File: src/rtl/ps2_pkg.sv
// Shared types and constants for the PS/2 receive path.
package ps2_pkg;

   typedef enum logic [1:0] {
      IDLE  = 2'd0,
      RECV  = 2'd1,
      CHECK = 2'd2
   } ps2_state_e;

   localparam int unsigned FRAME_BITS  = 11;
   localparam int unsigned DATA_BITS   = 8;
   localparam logic [7:0]  BREAK_CODE  = 8'hF0;
   localparam logic [7:0]  EXTEND_CODE = 8'hE0;

   // Parity bit that makes the 9-bit group {d, p} contain an odd number of ones.
   function automatic logic odd_parity(input logic [7:0] d);
      return ~(^d);
   endfunction

endpackage

File: src/rtl/ps2_rx_port_if.sv
// Holding-register handshake between the PS/2 receiver and its consumer.
interface ps2_rx_port_if;
   logic       rx_en;
   logic       rd_ack;
   logic [7:0] data_out;
   logic       data_valid;
   logic       parity_err;
   logic       overrun;

   modport master (input rx_en, rd_ack, output data_out, data_valid, parity_err, overrun);
   modport slave  (output rx_en, rd_ack, input data_out, data_valid, parity_err, overrun);
endinterface

File: src/rtl/ps2_clk_filter.sv
// Synchronises a PS/2 clock/data pin pair, debounces the clock and flags its falling edges.
module ps2_clk_filter #(
   parameter int unsigned FILTER_LEN = 8
) (
   input  logic clk,
   input  logic reset,
   input  logic ps2c,
   input  logic ps2d,
   output logic ps2d_s,
   output logic fall_tick
);

   logic [1:0]            c_sync;
   logic [1:0]            d_sync;
   logic [FILTER_LEN-1:0] shreg;
   logic                  filt;

   // Level changes only after FILTER_LEN identical samples; otherwise hold.
   always_ff @(posedge clk or posedge reset) begin
      if (reset) begin
         c_sync    <= '1;
         d_sync    <= '1;
         shreg     <= '1;
         filt      <= 1'b1;
         fall_tick <= 1'b0;
      end else begin
         c_sync    <= {c_sync[0], ps2c};
         d_sync    <= {d_sync[0], ps2d};
         shreg     <= {shreg[FILTER_LEN-2:0], c_sync[1]};
         fall_tick <= filt & ~(|shreg);
         if (&shreg)
            filt <= 1'b1;
         else if (~(|shreg))
            filt <= 1'b0;
      end
   end

   assign ps2d_s = d_sync[1];

endmodule

File: src/rtl/ps2_rx_port.sv
// PS/2 keyboard frame receiver with a one-entry holding register.
// Optional PS2_BREAK_FILTER_EN: drop F0 break codes and the key code that follows them.
module ps2_rx_port
   import ps2_pkg::*;
#(
   parameter int unsigned FILTER_LEN     = 8,
   parameter int unsigned TIMEOUT_CYCLES = 100000
) (
   input  logic             clk,
   input  logic             reset,
   input  logic             ps2d,
   input  logic             ps2c,
   ps2_rx_port_if.master    bus
);

   localparam int unsigned CNT_W = $clog2(FRAME_BITS);
   localparam int unsigned SR_W  = FRAME_BITS - 1;
   localparam int unsigned TO_W  = (TIMEOUT_CYCLES > 1) ? $clog2(TIMEOUT_CYCLES) : 1;

   ps2_state_e        state, state_nxt;
   logic [CNT_W-1:0]  bit_cnt;
   logic [SR_W-1:0]   sr;
   logic [TO_W-1:0]   tcnt;
   logic              ps2d_s, fall_tick;
   logic              frame_ok_c, timeout_c;
   logic              start_c, shift_c, load_c, err_c;

   ps2_clk_filter #(.FILTER_LEN(FILTER_LEN)) u_filter (
      .clk       (clk),
      .reset     (reset),
      .ps2c      (ps2c),
      .ps2d      (ps2d),
      .ps2d_s    (ps2d_s),
      .fall_tick (fall_tick)
   );

   // sr holds {stop, parity, data[7:0]} once the frame is complete.
   assign frame_ok_c = (sr[DATA_BITS] == odd_parity(sr[DATA_BITS-1:0])) & sr[SR_W-1];
   assign timeout_c  = (tcnt == TO_W'(TIMEOUT_CYCLES - 1));

`ifdef PS2_BREAK_FILTER_EN
   logic break_pending;
   logic brk_set_c, brk_clr_c;
`endif

   always_ff @(posedge clk or posedge reset) begin
      if (reset) state <= IDLE;
      else       state <= state_nxt;
   end

   always_comb begin
      state_nxt = state;
      case (state)
         IDLE:    if (fall_tick && !ps2d_s && bus.rx_en) state_nxt = RECV;
         RECV: begin
            if (fall_tick) begin
               if (bit_cnt == CNT_W'(1)) state_nxt = CHECK;
            end else if (timeout_c) begin
               state_nxt = IDLE;
            end
         end
         CHECK:   state_nxt = IDLE;
         default: state_nxt = IDLE;
      endcase
   end

   always_comb begin
      start_c = 1'b0;
      shift_c = 1'b0;
      load_c  = 1'b0;
      err_c   = 1'b0;
`ifdef PS2_BREAK_FILTER_EN
      brk_set_c = 1'b0;
      brk_clr_c = 1'b0;
`endif
      case (state)
         IDLE: start_c = fall_tick & ~ps2d_s & bus.rx_en;
         RECV: shift_c = fall_tick;
         CHECK: begin
            if (!frame_ok_c) begin
               err_c = 1'b1;
            end else begin
`ifdef PS2_BREAK_FILTER_EN
               // The byte after a break code is the released key; swallow both.
               if (break_pending)
                  brk_clr_c = 1'b1;
               else if (sr[DATA_BITS-1:0] == BREAK_CODE)
                  brk_set_c = 1'b1;
               else
                  load_c = 1'b1;
`else
               load_c = 1'b1;
`endif
            end
         end
         default: ;
      endcase
   end

   // Frame deserialiser and inter-edge timeout.
   always_ff @(posedge clk or posedge reset) begin
      if (reset) begin
         bit_cnt <= '0;
         sr      <= '0;
         tcnt    <= '0;
      end else begin
         if (start_c) begin
            bit_cnt <= CNT_W'(FRAME_BITS - 1);
         end else if (shift_c) begin
            bit_cnt <= bit_cnt - CNT_W'(1);
            sr      <= {ps2d_s, sr[SR_W-1:1]};
         end
         if (state != RECV || fall_tick)
            tcnt <= '0;
         else if (!timeout_c)
            tcnt <= tcnt + TO_W'(1);
      end
   end

   // Holding register: a load beats a simultaneous acknowledge.
   always_ff @(posedge clk or posedge reset) begin
      if (reset) begin
         bus.data_out   <= '0;
         bus.data_valid <= 1'b0;
         bus.parity_err <= 1'b0;
         bus.overrun    <= 1'b0;
      end else begin
         bus.parity_err <= err_c;
         if (load_c) begin
            bus.data_out   <= sr[DATA_BITS-1:0];
            bus.data_valid <= 1'b1;
            if (bus.data_valid && !bus.rd_ack)
               bus.overrun <= 1'b1;
            else if (bus.rd_ack)
               bus.overrun <= 1'b0;
         end else if (bus.rd_ack && bus.data_valid) begin
            bus.data_valid <= 1'b0;
            bus.overrun    <= 1'b0;
         end
      end
   end

`ifdef PS2_BREAK_FILTER_EN
   always_ff @(posedge clk or posedge reset) begin
      if (reset)          break_pending <= 1'b0;
      else if (brk_set_c) break_pending <= 1'b1;
      else if (brk_clr_c) break_pending <= 1'b0;
   end
`endif

endmodule

File: src/flat_wrapper.sv
// flat-port wrapper written by rule: the top's interface ports become plain ports
module ps2_rx_port_flat import ps2_pkg::*;
#(
   parameter int unsigned FILTER_LEN     = 8,
   parameter int unsigned TIMEOUT_CYCLES = 100000
)
  (clk, reset, ps2d, ps2c, bus_rx_en, bus_rd_ack, bus_data_out, bus_data_valid, bus_parity_err, bus_overrun);
  ps2_rx_port_if bus_i ();
  input  logic clk;
  input  logic reset;
  input  logic ps2d;
  input  logic ps2c;
  input wire logic [$bits(bus_i.rx_en)-1:0] bus_rx_en;
  input wire logic [$bits(bus_i.rd_ack)-1:0] bus_rd_ack;
  output wire logic [$bits(bus_i.data_out)-1:0] bus_data_out;
  output wire logic [$bits(bus_i.data_valid)-1:0] bus_data_valid;
  output wire logic [$bits(bus_i.parity_err)-1:0] bus_parity_err;
  output wire logic [$bits(bus_i.overrun)-1:0] bus_overrun;
  assign bus_i.rx_en = bus_rx_en;
  assign bus_i.rd_ack = bus_rd_ack;
  assign bus_data_out = bus_i.data_out;
  assign bus_data_valid = bus_i.data_valid;
  assign bus_parity_err = bus_i.parity_err;
  assign bus_overrun = bus_i.overrun;
  ps2_rx_port #(.FILTER_LEN(FILTER_LEN), .TIMEOUT_CYCLES(TIMEOUT_CYCLES)) u_core (.clk(clk), .reset(reset), .ps2d(ps2d), .ps2c(ps2c), .bus(bus_i));
endmodule
File: config.mk
export PLATFORM = sky130hd
export DESIGN_NAME = ps2_rx_port_flat
export DESIGN_NICKNAME = d
export VERILOG_FILES = /design/src/rtl/ps2_pkg.sv /design/src/rtl/ps2_rx_port_if.sv /design/src/rtl/ps2_clk_filter.sv /design/src/rtl/ps2_rx_port.sv /design/src/flat_wrapper.sv
export SDC_FILE = /design/constraint.sdc
export NUM_CORES = 1
export LEC_CHECK = 0
export CAP_MARGIN = 20
export CORE_MARGIN = 1.5
export CORE_UTILIZATION = 57
export CTS_BUF_LIST = sky130_fd_sc_hd__clkbuf_8 sky130_fd_sc_hd__clkbuf_16
export DETAILED_ROUTE_END_ITERATION = 10
export PLACE_DENSITY = 0.84
export SYNTH_ARGS = -nofsm -noshare
export SYNTH_HDL_FRONTEND = slang
export SYNTH_SLANG_ARGS = --single-unit
File: constraint.sdc
create_clock -name clk -period 2.2 [get_ports clk]
set_input_delay 0.22 -clock clk [delete_from_list [all_inputs] [get_ports clk]]
set_output_delay 0.22 -clock clk [all_outputs]
set_load 0.01 [all_outputs]
Yosys cells after proc, flatten, opt, wreduce, memory -nomap -nowiden --
Index checks and enable logic that the tools add are counted.
Word-level totals: bits in registers 58, bits of input ports 6, output and inout bits 11
Cells by class: add/sub/neg operators 2, equal/unequal tests 12, muxes and demuxes 22, bitwise logic cells 8, reduce and logical (&&, ||, !) cells 16
Operator list (count):
- $mux W17 | 2
- $add A17 B1 Y17 const B | 1
- $eq A17 B17 Y1 const B | 1
- $mux W1 | 13
- $mux W2 | 4
- $mux W4 | 2
- $reduce_and A8 Y1 | 1
- $reduce_or A8 Y1 | 1
- $reduce_xor A8 Y1 | 1
- $ne A2 B1 Y1 const B | 3
- $ne A3 B2 Y1 const B | 2
- $and A1 B1 Y1 | 4
- $eq A4 B1 Y1 const B | 1
- $logic_and A1 B1 Y1 | 4
- $not A1 Y1 | 4
- $pmux W2 S2 | 1
- $reduce_and A2 Y1 | 2
- $reduce_bool A2 Y1 | 2
- $sub A4 B1 Y4 const B | 1
- $ne A3 B3 Y1 const B | 1
- $reduce_and A3 Y1 | 1
- $eq A2 B1 Y1 const B | 1
- $eq A2 B2 Y1 const B | 1
- $logic_not A1 Y1 | 2
- other kinds (4) | 4

Longest topological paths before layout --
Gate-level depths: netlist of run 1.
depth in word-level cells 8, mapped depth 6, mapped depth without buffers 6

Cells and area by module --
Synthesis of run 1 repeated with hierarchy kept, for this count alone.
Second synthesis, totals: cell total of the unflattened synthesis 203, area, all modules 2499.9 µm²
By module, submodules not included:
- ps2_rx_port | times used 1, cells each 181, area each 2073.2 µm²
- ps2_clk_filter | times used 1, cells each 22, area each 426.7 µm²

Least setup slack after synthesis of run 1 --
Ideal clock, no wire load.
kind flip-flop to flip-flop, start reg u_core.sr[6], end reg u_core.bus.data_out[0], library setup time 125 ps, arrival 1694 ps, data required time 2075 ps, path slack 381 ps, stages on the path, launching flop included 6, path buffers 1, clock period less this slack 1819 ps, path through dfrtp_1 xor2_1 xnor3_1 mux2i_2 buf_6 mux2_4
Between the ends: longest elaborated chain between the ends 6
RTL lines:
- start: declaration | RTL line ps2_rx_port.sv:22 | logic [SR_W-1:0] sr;
- start signal: assignment | RTL line ps2_rx_port.sv:111 | sr <= {ps2d_s, sr[SR_W-1:1]};
- $reduce_xor A8 Y1 | RTL line ps2_pkg.sv:17 | return ~(^d);
- $not A1 Y1 | RTL line ps2_pkg.sv:17
- $eq A1 B1 Y1 | RTL line ps2_rx_port.sv:38 | assign frame_ok_c = (sr[DATA_BITS] == odd_parity(sr[DATA_BITS-1:0])) & sr[SR_W-1];
- $and A1 B1 Y1 | RTL line ps2_rx_port.sv:38
- $mux W1 | RTL line ps2_rx_port.sv:80 | if (!frame_ok_c) begin
- $mux W1 | RTL line ps2_rx_port.sv:76 | case (state)
- end signal: assignment | RTL line ps2_rx_port.sv:130 | bus.data_out <= sr[DATA_BITS-1:0];
- end: declaration | RTL line ps2_rx_port_if.sv:10 | modport master (input rx_en, rd_ack, output data_out, data_valid, parity_err, overrun);
Every way passes these cells. A chain may end at the register's enable or synchronous reset.

Worst setup path after layout of run 1 --
start reg u_core.sr[6], end reg u_core.bus.data_out[7]
The elaborated chain is that of the path after synthesis.

==> flow_summary.rst, run 1 <==
.. list-table::
   :header-rows: 1

   * - Metric
     - Value
   * - Run status
     - finished clean
   * - Clock tree skew after final layout
     - 0.00783 ns
   * - Overflow left after global routing
     - 0
   * - Multi-input combinational cell area
     - about 950 um^2
   * - Cell Rows
     - 23
   * - Final net count
     - 232
   * - Post-CTS clock slew at the launch and capture registers of the worst setup and hold paths
     - ~0.060 ns
   * - Number of hold violations in the final report
     - 0
   * - Yosys synthesis warning count
     - 0
   * - Final weighted congestion of routability-driven global placement
     - between 0.7 and 0.8
   * - Area of the die
     - 0.00472 mm^2
   * - Hold buffers post-CTS
     - 0
   * - Path category of the worst min-delay check
     - primary input to asynchronous set/reset pin
   * - Seq/Total Area, Yosys
     - around three fifths
   * - Worst Path Buf+Inv
     - 1
   * - Post-synth EDFFs
     - 0
   * - Setup repair after global routing missed its margin
     - no
   * - Startpoint types
     - flip-flop
   * - Total global routing track utilization
     - between 20% and 30%
   * - Number of vias after detailed routing
     - approximately 1500
   * - Vias in the first global route
     - between 1500 and 2000
   * - Sort of element at the end of the critical path
     - flip-flop
   * - Measured slew at the worst slew-check pin
     - roughly 0.41 ns
   * - Cells resized by post-CTS repair
     - 0
   * - Initial DRT Pass Iterations
     - 4
   * - Final count of pins violating max slew
     - 0
   * - Number of DRC markers in iteration 0
     - 67
   * - Synth-to-Final Area Change
     - 17.1%
   * - Crit path max-delay family
     - multiplexers
   * - Average detailed-routed wire length per instance
     - 13.9 um
   * - Total clock buffers created by CTS
     - 9
   * - Wire length of the first global-routing pass
     - 6640 um
   * - Top fanout value on the critical path
     - 4
   * - Top cell type's share of synthesized area
     - a little under half
   * - Synthesized instance count
     - between 150 and 200
   * - Pwr per Cell Area
     - ~760 mW/mm^2
   * - Post-route ant nets
     - 0
   * - Longest Clk Path Bufs
     - 2
   * - Chain of cells forming the critical path
     - xor2_1, xnor3_1, mux2i_2, buf_4, mux2_4
   * - Cell with the largest stage delay on the worst path
     - xnor3_1
   * - Commonest register cell after synthesis
     - dfrtp_1
   * - Mean area per synthesized cell
     - 12.6 um^2
   * - Cell at the root of the clock tree
     - clkbuf_8
   * - Pre-CTS setup slack
     - roughly 0.22 ns
   * - Pin count of the biggest net entering global routing
     - around 60
   * - PortBufs
     - 16
   * - Area occupied by registers
     - ~0.0015 mm^2
   * - Half-perimeter wire length after detailed placement
     - about 2500 um
   * - Routed WL
     - 3860 um
   * - Buffers inserted during post-CTS setup optimization
     - 0
   * - Post-synthesis register bit count
     - 58
   * - Leakage power total
     - roughly 1.4 nW
   * - Die Height
     - between 60 and 70 um
   * - Largest stage delay, worst path
     - approximately 0.43 ns
   * - Floorplan die width
     - ~70 um
   * - Max Clk Rate
     - roughly 0.5 GHz
   * - Distinct cells, synth
     - 37
   * - Required time at the endpoint of the critical path
     - about 2.4 ns
   * - CTS sink cnt
     - 58
   * - Fin worst setup slack
     - 0.225 ns
   * - Count of max-cap constraint violations
     - 0
   * - Worst reg2reg path endpoint
     - u_core.bus.data_out[7]
   * - Top cells by count, synth
     - dfrtp_1 (45), nor2_1 (21), dfstp_2 (13)
   * - Minimum clock period
     - approximately 2.0 ns
   * - Setup_tns
     - 0 ns
   * - Average vias per placed instance
     - between 5 and 6
   * - Initial antenna violation count
     - 0
   * - Final setup fails
     - 0
   * - Remaining max-slew budget at the tightest pin
     - 72.8%
   * - Library cell with the highest instance count after synthesis
     - dfrtp_1
   * - Nets in the synthesized netlist
     - slightly above 200
   * - Max rail drop VDD
     - between 0.5 and 0.6 mV
   * - Post-synth top area cell
     - dfrtp_1
   * - Critical Path AT
     - roughly 2.2 ns
   * - Area of the mapped netlist
     - roughly 0.0025 mm^2
   * - Post-synth ARST share
     - 100%
   * - Io pins
     - 17
   * - Final core utilization
     - between 70% and 80%
   * - # DRC
     - 0
   * - Clock latency on the worst-skew pair
     - 0.33 ns
   * - Fraction of layout cells with a size suffix above 1
     - between 20 and 25%
   * - Synth top area cells
     - dfrtp_1 (46%), dfstp_2 (14%), mux2_2 (5.0%), mux2_4 (4.3%), nor2_1 (3.2%)
   * - Starting density of the core
     - approximately 60%
   * - Core ar.
     - roughly 0.0041 mm^2
   * - Share of the cycle needed by the critical path after routing
     - about nine tenths
   * - TritonCTS clock tree
     - built
   * - Worst R2R Start
     - u_core.sr[6]
   * - FF-to-FF path depth
     - 5
   * - Register-to-register path setup slack
     - 0.23 ns
   * - Level count of the clock H-tree
     - 3
   * - Diode insertion count for antenna repair
     - 0
   * - Fill cells
     - roughly 290
   * - Critical path start-end classification
     - flip-flop to flip-flop
cell usage in the layout, fill, tap and decap left out, types with 9 or more instances in the layout:
| cell type | n |
|---|---|
| dfrtp_1 | 45 |
| xor2_1 | 9 |
| nand3_1 | 9 |
| mux2_2 | 11 |
| clkbuf_8 | 9 |
| nand2_1 | 11 |
| nor2_1 | 21 |
| clkdlybuf4s50_1 | 16 |
| xnor2_1 | 9 |
| dfstp_2 | 13 |
worst max-delay path by stage:
stage	start	end	slack (ns)	cells past startpoint
finish	u_core.sr[6]	u_core.bus.data_out[7]	0.23	5
global placement	u_core.sr[6]	u_core.bus.data_out[6]	0.23	5
floorplan	u_core.sr[6]	u_core.bus.data_out[0]	0.38	5
global route	u_core.sr[6]	u_core.bus.data_out[7]	0.12	5
CTS	u_core.sr[6]	u_core.bus.data_out[7]	0.21	5
detailed placement	u_core.sr[6]	u_core.bus.data_out[7]	0.22	5
flip-flops by register name, indices dropped and copies added (netlist names), 2 cells and up:
| name | flops |
|---|---|
| u_core.tcnt | 17 |
| u_core.u_filter.c_sync | 2 |
| u_core.u_filter.shreg | 8 |
| u_core.bit_cnt | 4 |
| u_core.u_filter.d_sync | 2 |
| u_core.bus.data_out | 8 |
| u_core.state | 2 |
| u_core.sr | 10 |
metal layers:
metal	vias to the layer above	wire length, um	track usage [%]
met5	-	0	0
met4	0	110	12.0
met3	12	126	7.47
met1	725	1850	24.6
li1	739	-	-
met2	28	1770	30.5
where the power goes:
group	internal, mW	total, mW	switching [mW]	leakage [nW]
sequential	1.13	1.19	0.0559	0.720
combinational	0.0522	0.107	0.0544	0.523
clock	0.502	0.890	0.388	0.108
total	1.69	2.19	0.498	1.35
cell type report:
| cell class | instances | share of cell area, % |
|---|---|---|
| Tap cell | 50 | 2.17 |
| Clock inverter | 7 | 1.91 |
| Sequential cell | 58 | 50.9 |
| Timing Repair Buffer | 20 | 7.03 |
| Clock buffer | 9 | 4.30 |
| Multi-Input combinational cell | 129 | 33.0 |
| Inverter | 5 | 0.651 |
tightest hold or removal path, delay by kind of cell:
kind,cells,cell delay [ns]
buffers and inverters,3,0.75
cell families (layout without fill, tap and decap cells):
family / count (synthesis) / in the layout / synth area share (%)
compound gates: 16 / 16 / 3.66
xor+xnor: 20 / 20 / 8.29
fa+ha+maj: 3 / 3 / 1.53
buf+inv: 9 / 41 / 1.68
flops: 58 / 58 / 59.7
mux: 20 / 20 / 10.3
simple gates: 70 / 70 / 14.9
metrics by stage:
| step | hold slack [ns] | instance area, um^2 | total power [mW] | std cells |
|---|---|---|---|---|
| floorplan | 0.224 | 2460 | 1.27 | 196 |
| global placement | 0.346 | 2700 | 1.31 | 262 |
| detailed placement | 0.347 | 2700 | 1.32 | 262 |
| CTS | 0.257 | 2880 | 2.21 | 278 |
| global route | 0.273 | 2880 | 2.29 | 278 |
| finish | 0.255 | 2880 | 2.19 | 278 |
No activity file was read; power rests on OpenSTA's default activity.
==> run 2, diff against run 1 <==
--- a/config.mk
+++ b/config.mk
@@ -6,10 +6,12 @@
 export NUM_CORES = 1
 export LEC_CHECK = 0
 export CAP_MARGIN = 20
+export CORE_ASPECT_RATIO = 2
 export CORE_MARGIN = 1.5
 export CORE_UTILIZATION = 57
 export CTS_BUF_LIST = sky130_fd_sc_hd__clkbuf_8 sky130_fd_sc_hd__clkbuf_16
 export DETAILED_ROUTE_END_ITERATION = 10
+export GPL_ROUTABILITY_DRIVEN = 1
 export PLACE_DENSITY = 0.84
 export SYNTH_ARGS = -nofsm -noshare
 export SYNTH_HDL_FRONTEND = slang
==> run 2 against run 1 <==
  * Global-route usage grew 0.66 points
  * First-iteration DRC count shrank 67%
  * Clock skew hardly changed
  * Setup slack better by 0.011 ns
  * Cell area grew 2.1%
  * Fmax is 0.56% higher
  * Combinational power is essentially flat
  * Die area is 0.51% higher
  * Utilization up 0.73 points
  * Clock-buffer cell count rose by 1
  * Sequential power about the same
  * Critical endpoint is now u_core.bus.data_out[2]
==> flow_summary.rst, run 2 (synthesized netlist as in run 1, its figures left out) <==
.. list-table::
   :header-rows: 1

   * - Metric
     - Value
   * - Flip-flop count of the largest register after layout
     - 17
   * - Max Clk Rate
     - 0.509 GHz
   * - Top reg by flops
     - u_core.tcnt
   * - Final net count
     - about 230
   * - Routed WL
     - 4140 um
   * - Sort of element at the end of the critical path
     - flip-flop
   * - Level count of the clock H-tree
     - 3
   * - Met1 track demand over resource in global routing
     - approximately a fifth
   * - Commonest cells after routing, fill and taps aside
     - dfrtp_1 (45), nor2_1 (21), clkdlybuf4s50_1 (16)
   * - Average vias per placed instance
     - 5.54
   * - Half-perimeter wire length after detailed placement
     - ~2700 um
   * - Critical path start-end classification
     - flip-flop to flip-flop
   * - Largest registers
     - u_core.tcnt x17, u_core.sr x10
   * - Number of DRC markers in iteration 0
     - 22
   * - Die Height
     - between 90 and 100 um
   * - Initial antenna violation count
     - 0
   * - Max rail drop VDD
     - 0.616 mV
   * - Wire length of the first global-routing pass
     - approximately 7000 um
   * - Most common cell after layout, fill and taps aside
     - dfrtp_1
   * - Core ar.
     - 0.00413 mm^2
   * - Total clock buffers created by CTS
     - 9
   * - Fill cells
     - between 200 and 300
   * - Cell at the root of the clock tree
     - clkbuf_8
   * - Post-route ant nets
     - 0
   * - Register-to-register path setup slack
     - between 0.2 and 0.25 ns
   * - Worst setup path startpoint
     - u_core.sr[6]
   * - TritonCTS clock tree
     - built
   * - Count of max-cap constraint violations
     - 0
   * - Number of hold violations in the final report
     - 0
   * - Cell Rows
     - 33
   * - Total global routing track utilization
     - between 20% and 30%
   * - Hold buffers post-CTS
     - 0
   * - Most crowded layer after global routing
     - met2
   * - Final setup fails
     - 0
   * - Run status
     - finished clean
   * - Overall power after layout
     - around 2.5 mW
   * - Top fanout value on the critical path
     - 11
   * - Fraction of layout cells with a size suffix above 1
     - around 23%
   * - Path category of the worst min-delay check
     - primary input to asynchronous set/reset pin
   * - Worst R2R Start
     - u_core.sr[6]
   * - Minimum clock period
     - approximately 2 ns
   * - Clock tree skew after final layout
     - between 0.008 and 0.009 ns
   * - Fin worst setup slack
     - between 0.2 and 0.25 ns
   * - Setup_tns
     - 0 ns
   * - Multi-input combinational cell area
     - ~950 um^2
   * - Vias in the first global route
     - roughly 1600
   * - Measured slew at the worst slew-check pin
     - approximately 0.37 ns
   * - Pwr per Cell Area
     - roughly 850 mW/mm^2
   * - Overflow left after global routing
     - 0
   * - Diode insertion count for antenna repair
     - 0
   * - Cells resized by post-CTS repair
     - 0
   * - Share of the cycle needed by the critical path after routing
     - between 80% and 90%
   * - Worst reg2reg path endpoint
     - u_core.bus.data_out[2]
   * - Clock latency on the worst-skew pair
     - 0.34 ns
   * - Final weighted congestion of routability-driven global placement
     - ~0.76
   * - Critical Path AT
     - approximately 2.2 ns
   * - Area occupied by registers
     - between 0.001 and 0.0015 mm^2
   * - Post-CTS clock slew at the launch and capture registers of the worst setup and hold paths
     - approximately 0.070 ns
   * - Number of vias after detailed routing
     - between 1500 and 2000
   * - End point of the critical path
     - u_core.bus.data_out[2]
   * - # DRC
     - 0
   * - Area of the die
     - between 0.004 and 0.005 mm^2
   * - Leakage power total
     - between 1 and 1.5 nW
   * - Buffers inserted during post-CTS setup optimization
     - 0
   * - Average detailed-routed wire length per instance
     - about 15 um
   * - Startpoint types
     - flip-flop
   * - Met2 capacity usage during global routing
     - about 36%
   * - Starting density of the core
     - 59.6%
   * - Required time at the endpoint of the critical path
     - about 2.4 ns
   * - Setup repair after global routing missed its margin
     - no
   * - Io pins
     - 17
   * - FF-to-FF path depth
     - 5
   * - Floorplan die width
     - around 50 um
   * - Remaining max-slew budget at the tightest pin
     - between 70% and 80%
   * - Longest Clk Path Bufs
     - 2
   * - Pin count of the biggest net entering global routing
     - 59
   * - Final count of pins violating max slew
     - 0
   * - PortBufs
     - 16
   * - Global-route met3 utilization
     - 4.66%
   * - Post-route worst hold slack
     - around 0.26 ns
   * - Initial DRT Pass Iterations
     - 4
   * - Pre-CTS setup slack
     - approximately 0.28 ns
   * - Synth-to-Final Area Change
     - 19.6%
   * - CTS sink cnt
     - between 50 and 60
==> run 2: final cells by class <==
type,instances,share of cell area (%)
inverter,5,0.638
timing repair buffer,19,6.64
clock buffer,10,4.68
sequential,58,49.9
multi-input combinational,129,32.3
tap,52,2.21
clock inverter,6,3.62
==> run 2: how the worst min path moves through the flow <==
stage / slack [ns] / cells after the start / from / end
after floorplan: 0.22 / 0 / ps2c / u_core.u_filter.c_sync[0]
after global placement: 0.35 / 0 / u_core.u_filter.d_sync[0] / u_core.u_filter.d_sync[1]
after detailed placement: 0.35 / 0 / u_core.u_filter.d_sync[0] / u_core.u_filter.d_sync[1]
after CTS: 0.26 / 3 / reset / u_core.bit_cnt[0]
after global routing: 0.27 / 1 / ps2c / u_core.u_filter.c_sync[0]
final: 0.26 / 3 / reset / u_core.bit_cnt[0]
==> run 2: power breakdown <==
group | internal [mW] | switching (mW) | leakage (nW) | total (mW)
Clock | 0.777 | 0.400 | 0.129 | 1.18
Combinational | 0.0526 | 0.0572 | 0.519 | 0.110
Sequential | 1.13 | 0.0688 | 0.720 | 1.20
==> run 2: routing by layer <==
metal  wire length (um)  share of wire [%]
met1               1570                 38
met2               2300                 56
met3                111                2.7
met4                159                3.8
met5                  0                  0
==> run 2: worst max-delay path, stage by stage (launching register included) <==
cell and delay [ns]:
dfrtp_1 0.41, xor2_1 0.18, xnor3_1 0.47, mux2i_2 0.19
buf_4 0.23, mux2_2 0.36
==> run 2: metrics by stage <==
stage          cells  utilization [%]  cell area, um^2
2_1_floorplan    196                -             2460
3_3_place_gp     263             65.3             2700
3_5_place_dp     263             65.3             2700
4_1_cts          279             71.2             2940
5_1_grt          279             71.2             2940
6_report         279             71.2             2940
==> run 3, diff against run 2 <==
--- a/config.mk
+++ b/config.mk
@@ -13,6 +13,7 @@
 export DETAILED_ROUTE_END_ITERATION = 10
 export GPL_ROUTABILITY_DRIVEN = 1
 export PLACE_DENSITY = 0.84
+export SLEW_MARGIN = 20
 export SYNTH_ARGS = -nofsm -noshare
 export SYNTH_HDL_FRONTEND = slang
 export SYNTH_SLANG_ARGS = --single-unit
==> results of run 3 <==
Same layout as run 2: the final DEF is identical, and so are final timing and power.
